===== config.mk =====
export PLATFORM = sky130hd
export DESIGN_NAME = vend_ctrl_flat
export DESIGN_NICKNAME = d
export VERILOG_FILES = /design/src/rtl/vend_pkg.sv /design/src/rtl/vend_if.sv /design/src/rtl/vend_refund.sv /design/src/rtl/vend_ctrl.sv /design/src/flat_wrapper.sv
export SDC_FILE = /design/constraint.sdc
export NUM_CORES = 1
export LEC_CHECK = 0
export CAP_MARGIN = 25
export CORE_MARGIN = 2
export CORE_UTILIZATION = 50
export DETAILED_ROUTE_END_ITERATION = 16
export PLACE_DENSITY_LB_ADDON = 0.05
export SLEW_MARGIN = 20
export SYNTH_ARGS = -nofsm -noshare
export SYNTH_HDL_FRONTEND = slang
export SYNTH_SLANG_ARGS = --single-unit

===== constraint.sdc =====
create_clock -name clk -period 5.5 [get_ports clk]
set_input_delay 0.825 -clock clk [delete_from_list [all_inputs] [get_ports clk]]
set_output_delay 0.825 -clock clk [all_outputs]
set_load 0.01 [all_outputs]

===== src/rtl/vend_pkg.sv =====
// Shared types and constants for the vending credit controller.
// Credit is counted in nickel units.
package vend_pkg;

  localparam int CREDIT_W = 6;

  localparam logic [3:0] U5  = 4'd1;
  localparam logic [3:0] U10 = 4'd2;
  localparam logic [3:0] U25 = 4'd5;

  typedef enum logic [1:0] {
    S_IDLE   = 2'd0,
    S_CREDIT = 2'd1,
    S_VEND   = 2'd2,
    S_REFUND = 2'd3
  } state_t;

  // Nickel-unit value of any combination of 5/10/25 strobes.
  function automatic logic [3:0] units(input logic c5, input logic c10, input logic c25);
    return (c5 ? U5 : 4'd0) + (c10 ? U10 : 4'd0) + (c25 ? U25 : 4'd0);
  endfunction

endpackage


===== src/rtl/vend_if.sv =====
// Coin mech, dispense block and change hopper signals of the vending controller.
interface vend_if;
  import vend_pkg::*;

  logic                coin_5, coin_10, coin_25, coin_return;
  logic                disp_done, disp_failed;
  logic                disp_down_5, disp_down_10, disp_down_25;
  logic                disp_enable;
  logic [CREDIT_W-1:0] credit;
  logic                ret_5, ret_10, ret_25;
  logic                coin_reject, busy, fault;

  modport master (
    output coin_5, coin_10, coin_25, coin_return,
    output disp_done, disp_failed, disp_down_5, disp_down_10, disp_down_25,
    input  disp_enable, credit, ret_5, ret_10, ret_25, coin_reject, busy, fault
  );

  modport slave (
    input  coin_5, coin_10, coin_25, coin_return,
    input  disp_done, disp_failed, disp_down_5, disp_down_10, disp_down_25,
    output disp_enable, credit, ret_5, ret_10, ret_25, coin_reject, busy, fault
  );

endinterface


===== src/rtl/vend_refund.sv =====
// Change payout: paces hopper pulses and picks the largest coin that fits the credit.
// dec is the value of the coin being raised this edge so the owner can debit credit.
module vend_refund
  import vend_pkg::*;
#(
  parameter int PACE_TICKS = 250
) (
  input  logic                clk,
  input  logic                reset,
  input  logic                start,
  input  logic [CREDIT_W-1:0] credit,
  output logic                ret_5,
  output logic                ret_10,
  output logic                ret_25,
  output logic [CREDIT_W-1:0] dec
);

  localparam int PACE_W = (PACE_TICKS > 1) ? $clog2(PACE_TICKS) : 1;

  logic [PACE_W-1:0] pace;
  logic              fire;
  logic [2:0]        pick;

  // pace is zero while idle so the first coin goes out on the first refund edge
  always_comb begin
    fire = start && (credit != '0) && (pace == '0);
    pick = 3'b000;
    dec  = '0;
    if (fire) begin
      if (credit >= CREDIT_W'(U25)) begin
        pick = 3'b100;
        dec  = CREDIT_W'(U25);
      end else if (credit >= CREDIT_W'(U10)) begin
        pick = 3'b010;
        dec  = CREDIT_W'(U10);
      end else begin
        pick = 3'b001;
        dec  = CREDIT_W'(U5);
      end
    end
  end

  always_ff @(posedge clk or posedge reset) begin
    if (reset) begin
      pace   <= '0;
      ret_25 <= 1'b0;
      ret_10 <= 1'b0;
      ret_5  <= 1'b0;
    end else begin
      {ret_25, ret_10, ret_5} <= pick;
      if (!start)
        pace <= '0;
      else if (fire)
        pace <= PACE_W'(PACE_TICKS - 1);
      else if (pace != '0)
        pace <= pace - PACE_W'(1);
    end
  end

endmodule


===== src/rtl/vend_ctrl.sv =====
// Credit and sequencing controller: accumulates coins, gates the dispense block,
// applies its charges and pays out the remainder as change.
module vend_ctrl
  import vend_pkg::*;
#(
  parameter int TICKS_PER_SEC = 1000,
  parameter int TIMEOUT_SEC   = 10,
  parameter int PACE_TICKS    = 250
) (
  input  logic clk,
  input  logic reset,
  vend_if.slave bus
);

  localparam int TO_CYC = TICKS_PER_SEC * TIMEOUT_SEC;
  localparam int TMR_W  = $clog2(TO_CYC + 1);
  localparam int CW1    = CREDIT_W + 1;
  localparam logic [CW1-1:0] CREDIT_MAX = CW1'((1 << CREDIT_W) - 1);

  state_t              state, state_n;
  logic [CREDIT_W-1:0] credit, credit_n, dec;
  logic [TMR_W-1:0]    tmr;
  logic [3:0]          coin_u, chg_u;
  logic [CW1-1:0]      with_coin;
  logic                coin_ok, expired, tmr_clr, reject_n, fault_n;
  logic                disp_enable_q, busy_q, reject_q, fault;

  function automatic logic [CW1-1:0] add_coin(input logic [CREDIT_W-1:0] c, input logic [3:0] u);
    return {1'b0, c} + CW1'(u);
  endfunction

  function automatic logic underflow(input logic [CW1-1:0] a, input logic [3:0] u);
    return CW1'(u) > a;
  endfunction

  function automatic logic [CREDIT_W-1:0] sat_sub(input logic [CW1-1:0] a, input logic [3:0] u);
    return underflow(a, u) ? '0 : CREDIT_W'(a - CW1'(u));
  endfunction

  always_comb begin
    coin_u    = units(bus.coin_5, bus.coin_10, bus.coin_25);
    chg_u     = units(bus.disp_down_5, bus.disp_down_10, bus.disp_down_25);
    coin_ok   = (coin_u != 4'd0) && (add_coin(credit, coin_u) <= CREDIT_MAX);
    with_coin = coin_ok ? add_coin(credit, coin_u) : {1'b0, credit};
    expired   = (tmr == TMR_W'(TO_CYC - 1));
    state_n   = state;
    credit_n  = credit;
    reject_n  = 1'b0;
    fault_n   = fault;
    tmr_clr   = 1'b0;
    case (state)
      S_IDLE: begin
        if (coin_ok) begin
          credit_n = CREDIT_W'(with_coin);
          state_n  = S_CREDIT;
        end
      end
      S_CREDIT: begin
        // a coin arriving with a charge or a return is still banked first
        reject_n = (coin_u != 4'd0) && !coin_ok;
        tmr_clr  = coin_ok || bus.disp_failed;
        credit_n = sat_sub(with_coin, chg_u);
        fault_n  = fault | underflow(with_coin, chg_u);
        if (chg_u != 4'd0)
          state_n = S_VEND;
        else if (bus.coin_return || (expired && !tmr_clr))
          state_n = S_REFUND;
      end
      S_VEND: begin
        reject_n = (coin_u != 4'd0);
        credit_n = sat_sub({1'b0, credit}, chg_u);
        fault_n  = fault | underflow({1'b0, credit}, chg_u);
        if (bus.disp_done)
          state_n = (credit_n != '0) ? S_REFUND : S_IDLE;
        else if (bus.disp_failed)
          state_n = S_CREDIT;
      end
      S_REFUND: begin
        reject_n = (coin_u != 4'd0);
        credit_n = credit - dec;
        if (credit == '0)
          state_n = S_IDLE;
      end
      default: state_n = S_IDLE;
    endcase
  end

  always_ff @(posedge clk or posedge reset) begin
    if (reset) begin
      state         <= S_IDLE;
      credit        <= '0;
      tmr           <= '0;
      disp_enable_q <= 1'b0;
      busy_q        <= 1'b0;
      reject_q      <= 1'b0;
      fault         <= 1'b0;
    end else begin
      state         <= state_n;
      credit        <= credit_n;
      fault         <= fault_n;
      reject_q      <= reject_n;
      disp_enable_q <= (state_n == S_CREDIT) || (state_n == S_VEND);
      busy_q        <= (state_n == S_VEND) || (state_n == S_REFUND);
      if ((state == S_CREDIT) && !tmr_clr)
        tmr <= tmr + TMR_W'(1);
      else
        tmr <= '0;
    end
  end

  vend_refund #(.PACE_TICKS(PACE_TICKS)) u_refund (
    .clk    (clk),
    .reset  (reset),
    .start  (state == S_REFUND),
    .credit (credit),
    .ret_5  (bus.ret_5),
    .ret_10 (bus.ret_10),
    .ret_25 (bus.ret_25),
    .dec    (dec)
  );

  assign bus.disp_enable = disp_enable_q;
  assign bus.credit      = credit;
  assign bus.coin_reject = reject_q;
  assign bus.busy        = busy_q;
  assign bus.fault       = fault;

endmodule


===== src/flat_wrapper.sv =====
// flat-port wrapper written by rule: the top's interface ports become plain ports
module vend_ctrl_flat import vend_pkg::*;
#(
  parameter int TICKS_PER_SEC = 1000,
  parameter int TIMEOUT_SEC   = 10,
  parameter int PACE_TICKS    = 250
)
  (clk, reset, bus_coin_5, bus_coin_10, bus_coin_25, bus_coin_return, bus_disp_done, bus_disp_failed, bus_disp_down_5, bus_disp_down_10, bus_disp_down_25, bus_disp_enable, bus_credit, bus_ret_5, bus_ret_10, bus_ret_25, bus_coin_reject, bus_busy, bus_fault);
  vend_if bus_i ();
  input  logic clk;
  input  logic reset;
  input wire logic [$bits(bus_i.coin_5)-1:0] bus_coin_5;
  input wire logic [$bits(bus_i.coin_10)-1:0] bus_coin_10;
  input wire logic [$bits(bus_i.coin_25)-1:0] bus_coin_25;
  input wire logic [$bits(bus_i.coin_return)-1:0] bus_coin_return;
  input wire logic [$bits(bus_i.disp_done)-1:0] bus_disp_done;
  input wire logic [$bits(bus_i.disp_failed)-1:0] bus_disp_failed;
  input wire logic [$bits(bus_i.disp_down_5)-1:0] bus_disp_down_5;
  input wire logic [$bits(bus_i.disp_down_10)-1:0] bus_disp_down_10;
  input wire logic [$bits(bus_i.disp_down_25)-1:0] bus_disp_down_25;
  output wire logic [$bits(bus_i.disp_enable)-1:0] bus_disp_enable;
  output wire logic [$bits(bus_i.credit)-1:0] bus_credit;
  output wire logic [$bits(bus_i.ret_5)-1:0] bus_ret_5;
  output wire logic [$bits(bus_i.ret_10)-1:0] bus_ret_10;
  output wire logic [$bits(bus_i.ret_25)-1:0] bus_ret_25;
  output wire logic [$bits(bus_i.coin_reject)-1:0] bus_coin_reject;
  output wire logic [$bits(bus_i.busy)-1:0] bus_busy;
  output wire logic [$bits(bus_i.fault)-1:0] bus_fault;
  assign bus_i.coin_5 = bus_coin_5;
  assign bus_i.coin_10 = bus_coin_10;
  assign bus_i.coin_25 = bus_coin_25;
  assign bus_i.coin_return = bus_coin_return;
  assign bus_i.disp_done = bus_disp_done;
  assign bus_i.disp_failed = bus_disp_failed;
  assign bus_i.disp_down_5 = bus_disp_down_5;
  assign bus_i.disp_down_10 = bus_disp_down_10;
  assign bus_i.disp_down_25 = bus_disp_down_25;
  assign bus_disp_enable = bus_i.disp_enable;
  assign bus_credit = bus_i.credit;
  assign bus_ret_5 = bus_i.ret_5;
  assign bus_ret_10 = bus_i.ret_10;
  assign bus_ret_25 = bus_i.ret_25;
  assign bus_coin_reject = bus_i.coin_reject;
  assign bus_busy = bus_i.busy;
  assign bus_fault = bus_i.fault;
  vend_ctrl #(.TICKS_PER_SEC(TICKS_PER_SEC), .TIMEOUT_SEC(TIMEOUT_SEC), .PACE_TICKS(PACE_TICKS)) u_core (.clk(clk), .reset(reset), .bus(bus_i));
endmodule

==> key figures, run 1 <==
Cells and area
  • Layout area overhead: 12.4%
  • Nets: 433
  • Number of diodes: 0
  • Non-Filler Instances: 463
  • Commonest non-fill, non-tap cells in the layout: 46 x nor2_1, 36 x dfrtp_1, 35 x inv_1
  • Filler cells: 563
  • Layout cells sized above 1: 4.90%
  • Most common cell after layout, fill and taps aside: nor2_1

Die
  • Die Width: 82.2 µm
  • Core Area: 5920 µm²
  • DIE AREA: 6760 µm²
  • FP Rows: 28
  • Die Height: 82.2 µm
  • Initial Util: 51.7%
  • Ports: 24

Synthesis
  • Synth Register Bits: 36
  • Count of cell types in the netlist: 55
  • Register area share after synthesis: 29.4%
  • Yosys warns: 0
  • Syn Nets: 412
  • Post-synth EDFFs: 0
  • Post-Syn Area per Cell: 8.36 µm²
  • FFs w/ async S/R, synth: 100%
  • Mapped cell area: 3060 µm²
  • Cells after synthesis: 366
  • Top FF cell, synth: dfrtp_1

Placement
  • Buffers on Ports: 23
  • DP HPWL: 5420 µm
  • Routability Congestion: 0.861
  • Dpl cells: 455

Timing
  • Worst Max-Slew Pin Slew: 766 ps
  • Hold Fails Final Rpt: 0
  • Worst clock skew: 5.63 ps
  • Period Utilization, post-route: 88.7%
  • RSZ-0062 raised after global routing: false
  • Setup TNS: 0 ps
  • Fmax: 205 MHz
  • Slew headroom: 48.8%
  • Hold WS: 450 ps
  • Final Max Tran Viols: 0
  • Final setup viols: 0
  • Tmin final: 4880 ps

Run
  • Max Cap Viol: 0

Worst setup path
  • CP endpoint kind: flip-flop
  • CP arrival: 5050 ps
  • Worst path bufs/invs: 2
  • CP max stage delay: 480 ps
  • Startpoint types: primary input
  • Worst EP required: 5680 ps
  • Kind of cell adding the most delay to the critical path: compound AO/OA/AOI/OAI gates
  • Worst-path maximum fanout: 15
  • Critical setup path kind: primary input to flip-flop
  • Slowest cell on the critical path: clkdlybuf4s50_1
  • Worst path cell trace: clkdlybuf4s50_1 -> ha_1 -> ha_1 -> fa_1 -> a21o_1 -> a21oi_1 -> o22a_4 -> nor2_1 -> a21oi_1 -> ha_1 -> inv_1 -> fa_1 -> a21o_1 -> a21oi_1 -> xnor2_1 -> a211o_1 -> a22o_1

Power
  • P_sw: 0.00100 W
  • Pwr/cell area: 587 nW/µm²
  • Internal power: 0.00102 W
  • VDD IR max: 0.348 mV
  • Comb power frac: 67.5%
  • Leakage dissipation: 1.58 nW
  • Tot Pwr: 0.00202 W
  • Clock Power Share: 9.3%
  • Sequential share of power: 23.2%
  • Switch share: 49.7%

Clock tree
  • Post-CTS setup buffers: 0
  • H-tree levels: 2
  • Max Buffers Root-to-Sink: 2
  • Worst-Skew Late Latency: 290 ps
  • CTS buffer count: 5
  • Post-CTS sizing: 0
  • Register clock-pin slew on the reported worst setup and hold paths: 80 ps
  • Clk sinks: 36
  • Clock Root Buffer: clkbuf_8
  • CTS tree: done
  • CTS Hold Bufs: 0

Routing
  • Met1 Wirelength: 3300 µm
  • WL met3: 315 µm
  • Via density: 5.86
  • Avg WL per Cell: 15.4 µm
  • Routed vias: 2714
  • Top Metal Used: met4
  • Routed Wire Length: 7110 µm
  • Drt first pass iters: 4
  • Drc violations: 0
  • Met2 WL post-DR: 3380 µm
  • Final ANT Viol Nets: 0
  • Initial DRC Count: 118

Global routing
  • Initial antenna violation count: 0
  • First-pass GRT wire length: 11900 µm
  • Overflow after GRT: 0
  • Overall Global Routing Usage: 23.0%
  • Vias in the first global route: 2557
  • Pin count of the biggest net entering global routing: 37

Hold path
  • Hold Crit Class: flip-flop to flip-flop

Outcome
  • Status: complete, no violations
[path summary, 6_finish.rpt]
path                                           start                      end  slack, ps  depth (start not counted)
worst max register to register  u_core.bus.credit[0]     u_core.bus.credit[4]       1560                         15
worst min register to register         u_core.tmr[0]            u_core.tmr[0]        450                          1
worst max-delay path                     bus_coin_25     u_core.bus.credit[4]        620                         17
min in group asynchronous                      reset  u_core.u_refund.pace[4]        950                          3
max in group asynchronous                      reset    u_core.u_refund.ret_5       4230                          3
worst min-delay path                   u_core.tmr[0]            u_core.tmr[0]        450                          1
[worst reg2reg max path: cells and delay by family, from the launching register on]
| family | cells | cell delay (ps) |
|---|---|---|
| flip-flops | 1 | 450 |
| buffers and inverters | 1 | 60 |
| XOR/XNOR | 1 | 100 |
| AO/OA/AOI/OAI | 8 | 1890 |
| adder cells (fa/ha/maj) | 4 | 1270 |
| AND/OR/NAND/NOR | 1 | 60 |
[synth_stat cells, drive strengths merged, types with 4 or more instances]
master | count | area, µm²
nand4 | 5 | 31.3
dfrtp | 36 | 901
a21o | 11 | 82.6
nand2b | 5 | 31.3
ha | 31 | 388
fa | 4 | 80.1
a211oi | 7 | 52.6
xor2 | 11 | 96.3
or3 | 6 | 37.5
clkbuf | 8 | 30.0
nand3 | 12 | 60.1
nor2 | 46 | 173
a21oi | 27 | 139
inv | 35 | 131
nor3 | 6 | 30.0
a31oi | 6 | 37.5
o21ai | 20 | 100
xnor2 | 12 | 105
nand2 | 23 | 86.3
and3 | 7 | 48.8
[state kept, by name, summed over array words and instances, names as in the netlist]
| register | flops |
|---|---|
| u_core.bus.disp_enable | 1 |
| u_core.bus.credit | 6 |
| u_core.u_refund.ret_25 | 1 |
| u_core.bus.fault | 1 |
| u_core.bus.busy | 1 |
| u_core.tmr | 14 |
| u_core.u_refund.pace | 8 |
| u_core.bus.coin_reject | 1 |
| u_core.u_refund.ret_5 | 1 |
| u_core.state | 1 |
| u_core.u_refund.ret_10 | 1 |
[per-stage QoR]
stage                     util, %  setup WS, ps  instance area (µm²)
final                        58.1           623                 3440
after CTS                    58.1           630                 3440
after detailed placement     56.6           338                 3350
after floorplan                 -          1040                 3060
after global routing         58.1           306                 3440
after global placement       56.6           524                 3350
[logic make-up after synthesis]
group | share of synthesized area (%)
flip-flops | 29.4
adder cells (fa/ha/maj) | 15.3
AO/OA/AOI/OAI | 21.7
AND/OR/NAND/NOR | 19.8
buffers and inverters | 5.60
XOR/XNOR | 6.58
multiplexers | 1.59
[power groups by stage]
stage | Combinational [W] | Clock, W | Sequential [W]
final | 0.00136 | 0.000187 | 0.000469
after global routing | 0.00153 | 0.000202 | 0.000483
after CTS | 0.00135 | 0.000193 | 0.000466
after detailed placement | 0.00134 | 0 | 0.000472
after global placement | 0.00133 | 0 | 0.000471
after floorplan | 0.00101 | 0 | 0.000434
[per-layer routing]
layer / global-route usage, % / up-vias
li1: - / 1335
met4: 8.33 / 0
met1: 31.6 / 1284
met2: 37.2 / 85
met5: 0 / -
met3: 2.72 / 10
[final cells by class]
| class | count | area, µm² | share of cell area, % |
|---|---|---|---|
| clock inverter | 3 | 18.8 | 0.546 |
| timing repair buffer | 24 | 238 | 6.91 |
| multi-input combinational | 285 | 1990 | 57.8 |
| inverter | 35 | 131 | 3.82 |
| tap | 75 | 93.8 | 2.73 |
| clock buffer | 5 | 68.8 | 2.00 |
| sequential | 36 | 901 | 26.2 |
Power figures use the tool's default switching activity.
==> run 2, diff against run 1 <==
--- a/config.mk
+++ b/config.mk
@@ -9,6 +9,7 @@
 export CORE_MARGIN = 2
 export CORE_UTILIZATION = 50
 export DETAILED_ROUTE_END_ITERATION = 16
+export HOLD_SLACK_MARGIN = 0.05
 export PLACE_DENSITY_LB_ADDON = 0.05
 export SLEW_MARGIN = 20
 export SYNTH_ARGS = -nofsm -noshare
==> results of run 2 <==
Same layout as run 1: the final DEF is identical, and so are final timing and power.
